--- src/rtl/counter_bus_arb.sv ---
// Two-master round-robin arbiter/sequencer for the counter_if register bus.
// Optional BUSY abort timer enabled by defining COUNTER_ARB_TIMEOUT_EN.
module counter_bus_arb #(
  parameter int unsigned TIMEOUT = 255
) (
  input  logic        i_sysclk,
  input  logic        i_sysrst,
  input  logic        i_m0_select,
  input  logic        i_m0_wr,
  input  logic [3:0]  i_m0_addr,
  input  logic [15:0] i_m0_data,
  input  logic        i_m1_select,
  input  logic        i_m1_wr,
  input  logic [3:0]  i_m1_addr,
  input  logic [15:0] i_m1_data,
  output logic [15:0] o_m0_data,
  output logic [15:0] o_m1_data,
  output logic        o_m0_ack,
  output logic        o_m1_ack,
  output logic        o_bus_select,
  output logic        o_bus_wr,
  output logic [3:0]  o_reg_addr,
  output logic [15:0] o_bus_data,
  input  logic [15:0] i_bus_data,
  input  logic        i_bus_ack,
  output logic        o_timeout_flg
);

  typedef enum logic [1:0] {IDLE, BUSY, DONE} state_t;

  state_t state;
  logic   last;
  logic   gnt;
  logic   req;
  logic   pick;
  logic   gnt_sel;

  if (TIMEOUT < 1 || TIMEOUT > 255) begin : g_bad_timeout
    $error("counter_bus_arb: TIMEOUT must be in 1..255");
  end

  // A tie goes to the master that was not granted last.
  always_comb begin
    req     = (i_m0_select | i_m1_select) & ~i_bus_ack;
    pick    = (i_m0_select & i_m1_select) ? ~last : i_m1_select;
    gnt_sel = gnt ? i_m1_select : i_m0_select;
  end

`ifdef COUNTER_ARB_TIMEOUT_EN
  logic [7:0] tmo_cnt;
  logic       tmo_hit;
  // Abort lands on the TIMEOUT-th BUSY edge without ack.
  assign tmo_hit = (tmo_cnt == 8'(TIMEOUT - 1));
`else
  assign o_timeout_flg = 1'b0;
`endif

  always_ff @(posedge i_sysclk or negedge i_sysrst) begin
    if (!i_sysrst) begin
      state        <= IDLE;
      last         <= 1'b1;
      gnt          <= 1'b0;
      o_m0_data    <= '0;
      o_m1_data    <= '0;
      o_m0_ack     <= 1'b0;
      o_m1_ack     <= 1'b0;
      o_bus_select <= 1'b0;
      o_bus_wr     <= 1'b0;
      o_reg_addr   <= '0;
      o_bus_data   <= '0;
`ifdef COUNTER_ARB_TIMEOUT_EN
      tmo_cnt       <= '0;
      o_timeout_flg <= 1'b0;
`endif
    end else begin
`ifdef COUNTER_ARB_TIMEOUT_EN
      o_timeout_flg <= 1'b0;
`endif
      case (state)
        IDLE: begin
          if (req) begin
            gnt          <= pick;
            last         <= pick;
            o_bus_select <= 1'b1;
            o_bus_wr     <= pick ? i_m1_wr   : i_m0_wr;
            o_reg_addr   <= pick ? i_m1_addr : i_m0_addr;
            o_bus_data   <= pick ? i_m1_data : i_m0_data;
            state        <= BUSY;
`ifdef COUNTER_ARB_TIMEOUT_EN
            tmo_cnt      <= '0;
`endif
          end
        end
        BUSY: begin
          if (i_bus_ack) begin
            if (gnt) begin
              o_m1_data <= i_bus_data;
              o_m1_ack  <= 1'b1;
            end else begin
              o_m0_data <= i_bus_data;
              o_m0_ack  <= 1'b1;
            end
            o_bus_select <= 1'b0;
            o_bus_wr     <= 1'b0;
            state        <= DONE;
          end
`ifdef COUNTER_ARB_TIMEOUT_EN
          else if (tmo_hit) begin
            if (gnt) begin
              o_m1_data <= '1;
              o_m1_ack  <= 1'b1;
            end else begin
              o_m0_data <= '1;
              o_m0_ack  <= 1'b1;
            end
            o_bus_select  <= 1'b0;
            o_bus_wr      <= 1'b0;
            o_timeout_flg <= 1'b1;
            state         <= DONE;
          end else begin
            tmo_cnt <= tmo_cnt + 8'd1;
          end
`endif
        end
        DONE: begin
          if (!gnt_sel) begin
            if (gnt) o_m1_ack <= 1'b0;
            else     o_m0_ack <= 1'b0;
            state <= IDLE;
          end
        end
        default: state <= IDLE;
      endcase
    end
  end

endmodule

--- config.mk ---
export PLATFORM = sky130hd
export DESIGN_NAME = counter_bus_arb
export DESIGN_NICKNAME = d
export VERILOG_FILES = /design/src/rtl/counter_bus_arb.sv
export SDC_FILE = /design/constraint.sdc
export NUM_CORES = 1
export LEC_CHECK = 0
export BUFFER_PORTS_ARGS = -buffer_cell sky130_fd_sc_hd__buf_2
export CORE_ASPECT_RATIO = 1.75
export CORE_MARGIN = 5
export CORE_UTILIZATION = 47
export CTS_CLUSTER_SIZE = 20
export DETAILED_ROUTE_END_ITERATION = 16
export PLACE_DENSITY_LB_ADDON = 0.2
export SYNTH_ARGS = -nofsm -noshare
export SYNTH_HDL_FRONTEND = slang
export SYNTH_SLANG_ARGS = --single-unit
--- constraint.sdc ---
create_clock -name i_sysclk -period 1.8 [get_ports i_sysclk]
set_input_delay 0.18 -clock i_sysclk [delete_from_list [all_inputs] [get_ports i_sysclk]]
set_output_delay 0.18 -clock i_sysclk [all_outputs]
set_load 0.05 [all_outputs]
==> results.sh, run 1 <==
export IMPL_whs_ns=0.0832
export IMPL_place_ws_ns=0.0785
export IMPL_synth_commonest_cells="mux2_2 (64), dfrtp_1 (59), mux2_4 (10)"
export IMPL_max_freq_ghz=0.591
export IMPL_viasPerCell=4.88
export IMPL_area_growth_synth_to_final_pct=32.4
export IMPL_fp_dieW_um=66.6
export IMPL_min_period_over_period_pct=93.9
export IMPL_crit_family="multiplexers"
export IMPL_synthCells=167
export IMPL_synthArstFlopShare_pct=100
export IMPL_drc=0
export IMPL_postSynthAreaPerCell_um2=15.8
export IMPL_ant_nets=0
export IMPL_synth_top_cells_by_area="dfrtp_1 (56%), mux2_2 (27%), mux2_4 (5.7%)"
export IMPL_crit_top_cell="mux2_2"
export IMPL_htreeDepth=3
export IMPL_grt_max_degree=61
export IMPL_cts_buffers=9
export IMPL_fin_setup_tns_ns=0
export IMPL_layout_min_cycle_time_ns=1.69
export IMPL_grt_ovfl_total=0
export IMPL_cp_cell_sequence="a21boi_2, buf_12, mux2_2, mux2_2"
export IMPL_cts_sinks=60
export IMPL_stdcell_count=375
export IMPL_slew_violations=0
export IMPL_fill_cells=465
export IMPL_dp_cells=358
export IMPL_min_from="i_bus_data[4]"
export IMPL_setup_viol=0
export IMPL_ys_seq_elements=60
export IMPL_worst_setup_path_type="reg2reg"
export IMPL_clk_latency_ns=0.34
export IMPL_wl_per_cell_um=15.1
export IMPL_cp_slowest_cell="a21boi_2"
export IMPL_status="finished clean"
export IMPL_grt_pass1_vias=1938
export IMPL_ys_seq_area_share_pct=57.1
export IMPL_fin_ws_ns=0.109
export IMPL_yosysWarnings=0
export IMPL_skew_ns=0.00947
export IMPL_regArea_um2=1500
export IMPL_layout_drive_gt1_share_pct=71.6
export IMPL_p_per_area_nw_per_um2=1990
export IMPL_dp_hpwl_um=4210
export IMPL_critPathLaunchType="flip-flop"
export IMPL_peakVddDrop_v=0.00147
export IMPL_reg2reg_depth=4
export IMPL_diodes=0
export IMPL_io_pins=120
export IMPL_yosys_cell_count_top_type="mux2_2"
export IMPL_cts_tree="done"
export IMPL_final_util_pct=63.4
export IMPL_die_area_um2=7260
export IMPL_routabilityCongestion=0.758
export IMPL_cp_max_fo=16
export IMPL_antenna_found_initial=0
export IMPL_place_area_um2=3330
export IMPL_cp_slowest_stage_delay_ns=0.40
export IMPL_clk_path_buf_depth=2
export IMPL_drtIter0Drc=66
export IMPL_clk_pin_slew_ns=0.07
export IMPL_grt_usage_pct=16.5
export IMPL_hp_class="in2reg"
export IMPL_synth_flop_cell="dfrtp_1"
export IMPL_r2r_slack_ns=0.11
export IMPL_crit_required_ns=2.03
export IMPL_r2r_end="o_bus_data[11]"
export IMPL_hold_end="o_m1_data[4]"
export IMPL_critPathArrivalTime_ns=1.92
export IMPL_whs_path_depth=2
export IMPL_core_area_um2=5500
export IMPL_cts_root_buf="clkbuf_8"
export IMPL_leakagePower_nw=1.71
export IMPL_rows=36
export IMPL_fp_dieH_um=109
export IMPL_grt_first_pass_wirelength_um=8870
export IMPL_syn_num_nets=230
export IMPL_rsz0062_at_grt="no"
export IMPL_post_synth_top_area_fraction_pct=56.1
export IMPL_crit_buf_inv=1
export IMPL_start_util_pct=47.9
export IMPL_end_kind="flip-flop"
export IMPL_synth_edff_count=0
export IMPL_fin_nets=357
export IMPL_post_cts_buffers=0
export IMPL_synth_area_leader_cell="dfrtp_1"
export IMPL_fin_area_um2=3490
export IMPL_vias=1831
export IMPL_r2r_start="last"
export IMPL_io_buffers=118
export IMPL_netlist_area_um2=2630
export IMPL_wl_um=5650
export IMPL_synth_cell_types=24
export IMPL_drv_cap=0
export IMPL_multi_input_area_um2=1040
export IMPL_hold_violations=0
export IMPL_p_total_mw=6.94
export IMPL_dr_pass1_iters=4
-- layer usage --
layer	vias up	global-route usage, %	share of wire [%]
li1	854	-	-
met1	891	17.6	36
met2	77	27.8	54
met3	9	7.32	8.5
met4	0	7.41	1.8
met5	-	0	0
-- worst max-delay path by stage --
| stage | from | to | slack (ns) | cells after the start |
|---|---|---|---|---|
| 2_1_floorplan | last | o_reg_addr[1] | 0.22 | 4 |
| 3_3_place_gp | last | o_bus_data[8] | 0.12 | 4 |
| 3_5_place_dp | last | o_bus_data[10] | 0.08 | 4 |
| 4_1_cts | last | o_bus_data[7] | 0.07 | 4 |
| 5_1_grt | last | o_bus_data[7] | 0.002 | 4 |
| 6_report | last | o_bus_data[11] | 0.11 | 4 |
-- kinds of logic after synthesis --
group	share of synthesized area, %
AO/OA/AOI/OAI	2.52
AND/OR/NAND/NOR	2.47
flip-flops	57.1
buffers and inverters	3.56
other	0.142
multiplexers	34.2
-- flip-flops by register name, indices dropped and copies added, names as in the netlist --
| name | cells |
|---|---|
| o_bus_data | 16 |
| state | 2 |
| gnt | 1 |
| o_m0_data | 16 |
| o_bus_select | 1 |
| o_m0_ack | 1 |
| o_m1_ack | 1 |
| o_bus_wr | 1 |
| last | 1 |
| o_m1_data | 16 |
| o_reg_addr | 4 |
-- final cells by class --
cell class / instances / area share [%]
Clock buffer: 16 / 4.31
Multi-Input combinational cell: 95 / 29.8
Inverter: 2 / 0.215
Sequential cell: 60 / 43.1
Timing Repair Buffer: 126 / 19.8
Tap cell: 76 / 2.73
-- timing repair --
item                      CTS  global route
gates resized for setup     0             0
hold buffers                1             0
hold endpoints to repair   59             0
-- power breakdown --
part	leakage [nW]	internal (mW)	switching, mW
combinational	0.935	1.09	2.62
sequential	0.707	1.95	0.306
clock	0.0730	0.504	0.469
-- placed cells by master, fill, tap and decap left out, drive strengths merged --
cell type / count
o21ai: 3
mux2i: 3
a211oi: 1
nand2: 2
nor2: 2
a21o: 1
conb: 1
buf: 125
mux2: 74
o31ai: 2
clkbuf: 16
dfstp: 1
inv: 2
dfrtp: 59
or2: 1
nand3b: 1
dlygate4sd3: 1
a31oi: 2
a21boi: 1
nor4: 1
-- worst reg2reg max path, delay by kind of cell (launching register included) --
kind / cells / cell delay (ns)
buffers and inverters: 1 / 0.22
DFF: 1 / 0.37
muxes: 2 / 0.60
AOI/OAI and AO/OA: 1 / 0.40
No activity file was read; power rests on OpenSTA's default activity.
==> run 2, diff against run 1 <==
ABC_AREA = 1   (was unset)
==> results.sh, run 2 <==
export IMPL_clk_pin_slew_ns=0.07
export IMPL_max_slew_margin_pct=55.6
export IMPL_cts_root_buf="clkbuf_8"
export IMPL_start_util_pct=48.4
export IMPL_yosys_cell_count_top_type="nand2_1"
export IMPL_htreeDepth=3
export IMPL_wl_um=6410
export IMPL_cts_buffers=9
export IMPL_grt_first_pass_wirelength_um=10400
export IMPL_p_per_area_nw_per_um2=2090
export IMPL_hold_end="state[0]"
export IMPL_cp_max_fo=22
export IMPL_largestRegisters="o_bus_data: 16 flops, o_m0_data: 16 flops, o_m1_data: 16 flops"
export IMPL_synth_area_leader_cell="dfrtp_1"
export IMPL_ys_seq_area_share_pct=55.1
export IMPL_layout_min_cycle_time_ns=1.39
export IMPL_wl_per_cell_um=12.3
export IMPL_io_buffers=118
export IMPL_post_cts_buffers=0
export IMPL_hp_class="in2reg"
export IMPL_fp_dieW_um=67.6
export IMPL_grt_ovfl_total=0
export IMPL_synth_edff_count=0
export IMPL_fin_area_um2=3510
export IMPL_skew_ns=0.00690
export IMPL_antenna_found_initial=0
export IMPL_clk_latency_ns=0.33
export IMPL_synth_flop_cell="dfrtp_1"
export IMPL_synthMuxAreaShare_pct=0
export IMPL_io_pins=120
export IMPL_cts_sinks=60
export IMPL_fin_nets=501
export IMPL_multi_input_area_um2=997
export IMPL_hold_violations=0
export IMPL_cp_slowest_cell="dfstp_2"
export IMPL_final_common_cell="nand2_1"
export IMPL_r2r_end="o_bus_data[3]"
export IMPL_synth_top_family_by_area="simple AND/OR/NAND/NOR gates"
export IMPL_critPathArrivalTime_ns=1.60
export IMPL_peakVddDrop_v=0.00139
export IMPL_whs_ns=0.0818
export IMPL_place_area_um2=3320
export IMPL_cp_cell_sequence="nand2_1, nand2_1, inv_1, nand2_1, nand2_1, nand2_1, nand2_1"
export IMPL_syn_num_nets=382
export IMPL_vias=2330
export IMPL_layout_drive_gt1_share_pct=37.9
export IMPL_rsz0062_at_grt="no"
export IMPL_synth_compound_area_share_pct=9.54
export IMPL_drtIter0Drc=124
export IMPL_drv_cap=0
export IMPL_viasPerCell=4.49
export IMPL_crit_required_ns=2.02
export IMPL_end_kind="flip-flop"
export IMPL_clk_path_buf_depth=2
export IMPL_status="finished clean"
export IMPL_leakagePower_nw=2.12
export IMPL_area_growth_synth_to_final_pct=28.7
export IMPL_fill_cells=509
export IMPL_synthArstFlopShare_pct=100
export IMPL_r2r_start="last"
export IMPL_cts_resized=0
export IMPL_ant_nets=0
export IMPL_min_from="i_bus_ack"
export IMPL_dr_pass1_iters=4
export IMPL_post_synth_top_area_fraction_pct=54.1
export IMPL_yosysWarnings=0
export IMPL_rows=36
export IMPL_netlist_area_um2=2730
export IMPL_final_util_pct=62.3
export IMPL_min_period_over_period_pct=77.0
export IMPL_postSynthAreaPerCell_um2=8.55
export IMPL_reg2reg_depth=7
export IMPL_synth_simple_gate_area_share_pct=26.9
export IMPL_max_freq_ghz=0.722
export IMPL_crit_family="flip-flops"
export IMPL_setup_viol=0
export IMPL_cts_tree="done"
export IMPL_regArea_um2=1500
export IMPL_synthXorXnorAreaFrac_pct=0
export IMPL_synthCells=319
export IMPL_synth_cell_types=17
export IMPL_slew_violations=0
export IMPL_fp_dieH_um=111
export IMPL_grt_pass1_vias=2306
export IMPL_mostFrequentLayoutCells="nand2_1 (176), buf_2 (118), dfrtp_1 (59)"
export IMPL_synthAdderAreaFrac_pct=0
export IMPL_core_area_um2=5630
export IMPL_worstMarginPinSlew_ns=0.665
export IMPL_r2r_slack_ns=0.41
export IMPL_grt_usage_pct=18.3
export IMPL_cts_hold_buf=1
export IMPL_cp_slowest_stage_delay_ns=0.53
export IMPL_grt_max_degree=34
export IMPL_critPathLaunchType="flip-flop"
export IMPL_worst_setup_path_type="reg2reg"
export IMPL_whs_path_depth=2
export IMPL_crit_buf_inv=1
export IMPL_synth_commonest_cells="nand2_1 (176), dfrtp_1 (59), o21ai_2 (24)"
export IMPL_synth_top_cells_by_area="dfrtp_1 (54%), nand2_1 (24%), o21ai_2 (7.7%)"
export IMPL_ys_seq_elements=60
export IMPL_fin_setup_tns_ns=0
export IMPL_routabilityCongestion=0.722
export IMPL_drc=0
export IMPL_diodes=0
export IMPL_die_area_um2=7490
export IMPL_crit_top_cell="nand2_1"
export IMPL_dp_hpwl_um=4630
[run 2: cell types whose count changed after synthesis, moves of 3 or more]
cell     delta
nand2_1   +174
mux2_2     -64
o21ai_2    +24
inv_1      +19
mux2_4     -10
o21ai_1     +8
buf_6       +7
inv_2       +3
mux2i_1     -3
nand3_1     +3
[run 2: kinds of logic after synthesis]
group | Yosys count
flops | 60
simple gates | 185
other cells | 1
compound gates | 34
buf+inv | 39
[run 2: how the worst max path moves through the flow]
stage,from,end,depth (start not counted)
2_1_floorplan,last,o_bus_data[0],8
3_3_place_gp,last,o_reg_addr[2],7
3_5_place_dp,last,o_bus_data[3],7
4_1_cts,last,o_bus_data[3],7
5_1_grt,last,o_bus_data[6],7
6_report,last,o_bus_data[3],7
[run 2: through the flow]
step	cells	setup slack (ns)	power, mW
after global placement	502	0.476	6.24
after floorplan	319	0.649	5.43
after global routing	519	0.299	7.83
after CTS	519	0.426	7.44
after detailed placement	502	0.444	6.30
final	519	0.415	7.35
[run 2: where the power goes]
group | switching (mW) | internal, mW | total (mW)
clock | 0.498 | 0.613 | 1.11
combinational | 3.06 | 0.890 | 3.95
sequential | 0.326 | 1.97 | 2.29
[run 2: layer usage]
layer / vias to the layer above / global-route usage [%] / share of wire, %
li1: 1202 / - / -
met1: 1035 / 21.1 / 40
met2: 86 / 30.5 / 50
met3: 7 / 6.09 / 7.8
met4: 0 / 6.50 / 1.5
met5: - / 0 / 0
[run 2: area by class of cell]
cell class / count / area share [%]
sequential: 60 / 42.8
multi-input combinational: 220 / 28.4
timing repair buffer: 123 / 18.3
clock buffer: 15 / 5.03
tap: 76 / 2.71
inverter: 24 / 2.57
clock inverter: 1 / 0.143
